[src/rtl/ps2_pkg.sv]
// Purpose: shared types and constants for the PS/2 keyboard receiver.
// Latency: none (types and constants only).
// Backpressure: n/a.
package ps2_pkg;

    // Scan-code prefixes that modify the following key code
    localparam logic [7:0] PS2_EXT_PREFIX = 8'hE0;
    localparam logic [7:0] PS2_BRK_PREFIX = 8'hF0;

    // Frame deserialiser states
    typedef enum logic [1:0] {
        IDLE,
        DATA,
        PARITY,
        STOP
    } ps2_state_t;

    // One buffered key event, 10 bits: {extended, released, code}
    typedef struct packed {
        logic       extended;
        logic       released;
        logic [7:0] code;
    } key_evt_t;

endpackage

[src/rtl/ps2_line_filter.sv]
// Purpose: synchronise raw PS/2 clock/data, debounce the clock, strobe on its falling edge.
// Latency: 2 sync flops + DEBOUNCE_CYCLES stable samples from a raw clock edge to clk_fall.
// Backpressure: none; free-running, the strobe is never held off.
// Ports: clk/rst_n system clock and async active-low reset; ps2_clk/ps2_data raw lines;
//        clk_fall one-cycle strobe; data_bit synchronised data, valid while clk_fall is high.
module ps2_line_filter #(
    parameter int DEBOUNCE_CYCLES = 8
) (
    input  logic clk,
    input  logic rst_n,
    input  logic ps2_clk,
    input  logic ps2_data,
    output logic clk_fall,
    output logic data_bit
);

    localparam int CW = $clog2(DEBOUNCE_CYCLES + 1);

    logic [1:0]    clk_sync;
    logic [1:0]    data_sync;
    logic          clk_filt;
    logic [CW-1:0] deb_cnt;

    always_ff @(posedge clk or negedge rst_n) begin
        if (!rst_n) begin
            clk_sync  <= 2'b11;
            data_sync <= 2'b11;
            clk_filt  <= 1'b1;
            deb_cnt   <= '0;
            clk_fall  <= 1'b0;
        end else begin
            clk_sync  <= {clk_sync[0], ps2_clk};
            data_sync <= {data_sync[0], ps2_data};
            clk_fall  <= 1'b0;
            if (clk_sync[1] != clk_filt) begin
                // This is the DEBOUNCE_CYCLES-th consecutive disagreeing sample
                if (deb_cnt == CW'(DEBOUNCE_CYCLES - 1)) begin
                    clk_filt <= clk_sync[1];
                    deb_cnt  <= '0;
                    // Flipping away from 1 means a falling edge
                    clk_fall <= clk_filt;
                end else begin
                    deb_cnt <= deb_cnt + CW'(1);
                end
            end else begin
                deb_cnt <= '0;
            end
        end
    end

    assign data_bit = data_sync[1];

endmodule

[src/rtl/ps2_key_receiver.sv]
// Purpose: PS/2 keyboard front end: filter, 11-bit frame deserialise/check, prefix fold, event FIFO.
// Latency: event written on the edge after the stop-bit strobe; Valid rises the cycle after.
// Backpressure: Valid/Ready pop; a full FIFO drops new events and sets sticky Overflow.
// Ports: Clock, btnCpuReset (async active-low); PS2Clk/PS2Data raw inputs; Ready pops the head;
//        ScanData/Release/Extended head event (zero when empty); Valid not-empty;
//        FrameErr one-cycle pulse per discarded frame; Overflow sticky drop flag.
// Build option: define PS2_RAW_BYTES_EN to push every accepted byte (E0/F0 included) unfolded.
module ps2_key_receiver
    import ps2_pkg::*;
#(
    parameter int DEBOUNCE_CYCLES = 8,
    parameter int FIFO_DEPTH      = 8,
    parameter int TIMEOUT_CYCLES  = 100000
) (
    input  logic       Clock,
    input  logic       btnCpuReset,
    input  logic       PS2Clk,
    input  logic       PS2Data,
    input  logic       Ready,
    output logic [7:0] ScanData,
    output logic       Release,
    output logic       Extended,
    output logic       Valid,
    output logic       FrameErr,
    output logic       Overflow
);

    localparam int AW = $clog2(FIFO_DEPTH);
    localparam int TW = $clog2(TIMEOUT_CYCLES + 1);

    logic          strobe;
    logic          sbit;
    ps2_state_t    state;
    logic [2:0]    bit_idx;
    logic [7:0]    shreg;
    logic          par_ok;
    logic [TW-1:0] tmo_cnt;
    logic          acc_vld;
    logic [7:0]    acc_byte;
    logic          push_vld;
    key_evt_t      push_dat;

`ifndef PS2_RAW_BYTES_EN
    logic ext_flag;
    logic brk_flag;
`endif

    ps2_line_filter #(
        .DEBOUNCE_CYCLES(DEBOUNCE_CYCLES)
    ) u_filter (
        .clk      (Clock),
        .rst_n    (btnCpuReset),
        .ps2_clk  (PS2Clk),
        .ps2_data (PS2Data),
        .clk_fall (strobe),
        .data_bit (sbit)
    );

    // Frame FSM, timeout and prefix tracking
    always_ff @(posedge Clock or negedge btnCpuReset) begin
        if (!btnCpuReset) begin
            state    <= IDLE;
            bit_idx  <= '0;
            shreg    <= '0;
            par_ok   <= 1'b0;
            tmo_cnt  <= '0;
            acc_vld  <= 1'b0;
            acc_byte <= '0;
            FrameErr <= 1'b0;
`ifndef PS2_RAW_BYTES_EN
            ext_flag <= 1'b0;
            brk_flag <= 1'b0;
`endif
        end else begin
            FrameErr <= 1'b0;
            acc_vld  <= 1'b0;

            if (state != IDLE && !strobe) begin
                if (tmo_cnt == TW'(TIMEOUT_CYCLES - 1)) begin
                    state    <= IDLE;
                    FrameErr <= 1'b1;
                    tmo_cnt  <= '0;
                end else begin
                    tmo_cnt <= tmo_cnt + TW'(1);
                end
            end else begin
                tmo_cnt <= '0;
            end

            if (strobe) begin
                case (state)
                    IDLE: begin
                        if (!sbit) begin
                            state   <= DATA;
                            bit_idx <= '0;
                        end else begin
                            FrameErr <= 1'b1;
                        end
                    end
                    DATA: begin
                        // LSB arrives first, so shift in from the top
                        shreg   <= {sbit, shreg[7:1]};
                        bit_idx <= bit_idx + 3'd1;
                        if (bit_idx == 3'd7) begin
                            state <= PARITY;
                        end
                    end
                    PARITY: begin
                        par_ok <= ^{shreg, sbit};
                        state  <= STOP;
                    end
                    STOP: begin
                        if (sbit && par_ok) begin
                            acc_vld  <= 1'b1;
                            acc_byte <= shreg;
                        end else begin
                            FrameErr <= 1'b1;
                        end
                        state <= IDLE;
                    end
                    default: state <= IDLE;
                endcase
            end

`ifndef PS2_RAW_BYTES_EN
            // acc_vld and FrameErr never coincide: both follow distinct strobes
            if (acc_vld) begin
                if (acc_byte == PS2_EXT_PREFIX) begin
                    ext_flag <= 1'b1;
                end else if (acc_byte == PS2_BRK_PREFIX) begin
                    brk_flag <= 1'b1;
                end else begin
                    ext_flag <= 1'b0;
                    brk_flag <= 1'b0;
                end
            end
            if (FrameErr) begin
                ext_flag <= 1'b0;
                brk_flag <= 1'b0;
            end
`endif
        end
    end

    always_comb begin
`ifdef PS2_RAW_BYTES_EN
        push_vld = acc_vld;
        push_dat = '{extended: 1'b0, released: 1'b0, code: acc_byte};
`else
        push_vld = acc_vld && (acc_byte != PS2_EXT_PREFIX) && (acc_byte != PS2_BRK_PREFIX);
        push_dat = '{extended: ext_flag, released: brk_flag, code: acc_byte};
`endif
    end

    // Event FIFO: extra pointer bit distinguishes full from empty
    key_evt_t    mem [FIFO_DEPTH];
    logic [AW:0] wr_ptr;
    logic [AW:0] rd_ptr;
    logic        empty;
    logic        full;
    logic        pop;
    logic        do_push;
    key_evt_t    head;

    assign empty   = (wr_ptr == rd_ptr);
    assign full    = (wr_ptr[AW] != rd_ptr[AW]) && (wr_ptr[AW-1:0] == rd_ptr[AW-1:0]);
    assign pop     = !empty && Ready;
    // A simultaneous pop frees the slot being written, so a full FIFO still accepts
    assign do_push = push_vld && (!full || pop);

    always_ff @(posedge Clock or negedge btnCpuReset) begin
        if (!btnCpuReset) begin
            wr_ptr   <= '0;
            rd_ptr   <= '0;
            Overflow <= 1'b0;
        end else begin
            if (do_push) begin
                wr_ptr <= wr_ptr + (AW+1)'(1);
            end
            if (pop) begin
                rd_ptr <= rd_ptr + (AW+1)'(1);
            end
            if (push_vld && full && !pop) begin
                Overflow <= 1'b1;
            end
        end
    end

    always_ff @(posedge Clock) begin
        if (do_push) begin
            mem[wr_ptr[AW-1:0]] <= push_dat;
        end
    end

    // Head is gated so outputs read zero whenever the FIFO is empty
    assign head     = mem[rd_ptr[AW-1:0]];
    assign Valid    = !empty;
    assign ScanData = Valid ? head.code : 8'h00;
    assign Release  = Valid && head.released;
    assign Extended = Valid && head.extended;

endmodule

[config.mk]
export PLATFORM = sky130hd
export DESIGN_NAME = ps2_key_receiver
export DESIGN_NICKNAME = d
export VERILOG_FILES = /design/src/rtl/ps2_pkg.sv /design/src/rtl/ps2_line_filter.sv /design/src/rtl/ps2_key_receiver.sv
export SDC_FILE = /design/constraint.sdc
export NUM_CORES = 1
export LEC_CHECK = 0
export CORE_MARGIN = 2
export CORE_UTILIZATION = 68
export CTS_BUF_LIST = sky130_fd_sc_hd__clkbuf_8
export DETAILED_ROUTE_END_ITERATION = 6
export HOLD_SLACK_MARGIN = 0.05
export PLACE_DENSITY = 0.86
export SKIP_CTS_REPAIR_TIMING = 1
export SLEW_MARGIN = 40
export SYNTH_ARGS = -nofsm -noshare
export SYNTH_HDL_FRONTEND = slang
export SYNTH_SLANG_ARGS = --single-unit
[constraint.sdc]
create_clock -name Clock -period 4.2 [get_ports Clock]
set_input_delay 0.84 -clock Clock [delete_from_list [all_inputs] [get_ports Clock]]
set_output_delay 0.84 -clock Clock [all_outputs]
set_load 0.02 [all_outputs]
==> Implementation_results.wiki <==
{| class="wikitable"
! Metric !! Value
|-
| Worst relative slew slack || 0.497
|-
| Most frequent cell after synthesis || edfxtp_1
|-
| Wire length of the first global-routing pass || 18.6 mm
|-
| GR Util All Layers || 0.262
|-
| Share of the synthesized area in the top cell type || 0.400
|-
| Core region area || 8640 sq um
|-
| Clock transition at the register clock pins on the worst setup and hold paths after CTS || 80 ps
|-
| Average routed wire per standard cell || a little over 20 um
|-
| Leading register cell type out of synthesis || edfxtp_1
|-
| R2r worst-path depth || 4
|-
| Via count normalized by instance count || 6.24
|-
| Startpoint Class || flop
|-
| Critical path capture point type || output pin
|-
| Unrepaired setup endpoints after global routing || false
|-
| Minimum period implied by the final worst setup slack || between 3000 and 4000 ps
|-
| Power density cells || around 590 nW/um^2
|-
| CP Max Fanout || 11
|-
| Cell total after placement || ~520
|-
| Reg-to-Reg End || mem[6][9]
|-
| Worst-path cell chain || xnor2_1, and3_1, and2_1, nor2_1, clkdlybuf4s50_1
|-
| Final-report max-slew violation count || 0
|-
| First-pass detailed-route iteration total || 5
|-
| Final layout net count || between 400 and 500
|-
| Register area share after synthesis || 0.660
|-
| Clock tree from TritonCTS || built
|-
| Async set-or-reset flop fraction in the synthesized netlist || 0.437
|-
| Cell types occupying the most area after synthesis || edfxtp_1 (40%), dfrtp_1 (24%), mux4_2 (7.5%), xnor2_1 (2.6%), nand2_1 (2.3%)
|-
| Count of buffers from port buffering || 17
|-
| Post-synthesis instance total || 399
|-
| Total nets after synthesis || 414
|-
| Initial DRC count || 292
|-
| Vias || 3437
|-
| Antenna diodes || 0
|-
| Final worst-path setup slack || 638 ps
|-
| Reported leakage power || 2.73 nW
|-
| CTS buffer count || 17
|-
| Placer's final routability congestion estimate || 0.794
|-
| Setup Slack @ Placement || 1140 ps
|-
| Critical path startpoint || wr_ptr[1]
|-
| Top-level I/O count || 18
|-
| Required time reported for the critical path endpoint || 3360 ps
|-
| Final TNS setup || 0 ps
|-
| Via count of the first global-routing pass || roughly 3700
|-
| ANT nets after route || 0
|-
| Total of endpoints with negative setup slack in the final report || 0
|-
| Ratio of cells with drive above 1 in the final layout || 0.192
|-
| Number of antenna violations at the first check in global routing || 0
|-
| Clock network latency to the later pin of the worst-skew pair || 440 ps
|-
| Post-synth EDFFs || 80
|-
| H-tree level count || 4
|-
| Setup Skew || 17.1 ps
|-
| Outcome || finished, final reports clean
|-
| Area growth from synthesis to final layout || 14.0%
|-
| Standard cell with the maximum stage delay on the critical path || clkdlybuf4s50_1
|-
| Overflow after GRT || 0
|-
| Maximum number of pins on one net before global-route repair || 40
|-
| Number of remaining DRC errors || 0
|-
| Worst-case register-to-register setup slack || approximately 1900 ps
|-
| WP data arrival || 2720 ps
|-
| Delay of the slowest cell on the worst path || 560 ps
|-
| Synthesized area divided by synthesized cell count || approximately 15 sq um
|-
| Buffers from clock root to sink, at most || 2
|-
| Die Height || 97.9 um
|-
| Ratio of final minimum period to clock period || 0.848
|-
| Timing-limited maximum frequency || about 0.28 GHz
|-
| Leading area contributor after synthesis || edfxtp_1
|-
| Max-cap violation count || 0
|-
| Worst Path Class, Setup || flop to output pin
|-
| Worst reg2reg path startpoint || acc_byte[7]
|-
| Final core utilization || 0.792
|-
| Top cells by count, synth || edfxtp_1 (80), dfrtp_1 (57), nand2_1 (37)
|-
| Final non-filler cell total || 551
|-
| Capture point of the worst path || ScanData[0]
|-
| Buffer cell driving the clock tree root || clkbuf_8
|-
| Total Wirelength || 11.2 mm
|-
| Die outline area || approximately 9600 sq um
|-
| Min-Delay Path Class || input port to asynchronous set/reset pin
|-
| Seq cells post-synth || 142
|-
| Horizontal die dimension || just under 100 um
|-
| Netlist area before placement || ~6000 sq um
|-
| Total count of hold-check failures in the final report || 0
|-
| Worst vdd ir || ~280 uV
|-
| Row count || 34
|-
| Transition at the pin with the smallest max-transition slack || between 700 and 800 ps
|-
| Initial core utilization || 0.695
|-
| Yosys warning total || 0
|-
| Sum of net half-perimeters after detailed placement || roughly 6.7 mm
|-
| Post-synthesis cell type count || 51
|-
| Sinks on Clock Net || 142
|}
[sequential cells by signal (all words and copies together), names as in the netlist, 2 cells and up]
name,cells
tmo_cnt,17
u_filter.data_sync,2
state,2
shreg,8
wr_ptr,4
acc_byte,8
u_filter.clk_sync,2
u_filter.deb_cnt,4
bit_idx,3
rd_ptr,4
mem,80
[final cells by class]
class / count / area, sq um
timing repair buffer: 28 / 250
multi-input combinational: 232 / 1930
fill: 488 / 1800
clock inverter: 15 / 298
sequential: 142 / 3960
inverter: 9 / 33.8
clock buffer: 17 / 234
tap: 108 / 135
[worst max-delay path: cells and delay by family (launching register included)]
kind	cells	cell delay (ps)
buffers and inverters	1	560
flip-flops	1	520
AND/OR/NAND/NOR	3	930
XOR/XNOR	1	270
[stage by stage]
step           total power, mW  hold slack, ps  instance area, sq um
5_1_grt                   4.18             359                  6840
4_1_cts                   4.05             358                  6840
3_5_place_dp              2.61             347                  6310
6_report                  4.02             355                  6840
2_1_floorplan             2.27             345                  6000
3_3_place_gp              2.58             346                  6310
[cells by family (layout without fill, tap and decap cells)]
logic type | count (synthesis) | count (layout) | share of synthesized area
AOI/OAI and AO/OA | 29 | 29 | 0.0329
xor gates and xnor gates | 30 | 30 | 0.0461
adders and majority gates | 10 | 10 | 0.0209
buffers and inverters | 25 | 69 | 0.0227
DFF | 142 | 142 | 0.660
muxes | 43 | 43 | 0.116
and+or+nand+nor | 120 | 120 | 0.101
[cell usage in the layout (no fill, tap or decap), types with 10 or more instances in the layout]
cell             count
a21oi_1             10
nor2_1              32
clkdlybuf4s50_1     16
nand2_1             37
xnor2_1             18
buf_4               12
dfrtp_1             57
edfxtp_1            80
mux2i_1             10
mux4_2              20
mux2_2              12
xor2_1              11
clkbuf_8            17
ha_1                10
[metal layers]
layer,GRT usage,vias up,routed length [um]
met5,0,-,0
met4,0.124,0,250
met3,0.0730,25,687
met2,0.450,133,6030
met1,0.307,1745,4270
li1,-,1534,-
[how the worst min path moves through the flow]
| stage | start | to | slack (ps) | cells past startpoint |
|---|---|---|---|---|
| final | btnCpuReset | tmo_cnt[12] | 350 | 1 |
| after global routing | u_filter.data_sync[0] | u_filter.data_sync[1] | 360 | 0 |
| after CTS | u_filter.data_sync[0] | u_filter.data_sync[1] | 360 | 0 |
| after detailed placement | u_filter.data_sync[0] | u_filter.data_sync[1] | 350 | 0 |
| after global placement | u_filter.data_sync[0] | u_filter.data_sync[1] | 350 | 0 |
| after floorplan | u_filter.clk_sync[0] | u_filter.clk_sync[1] | 350 | 0 |
[where the power goes]
part           internal, mW  total, mW  switching (mW)
Combinational         0.541       1.04           0.503
Sequential             1.50       1.54          0.0326
Clock                 0.939       1.44           0.504
Note: power is estimated with default switching activity, not from simulation.
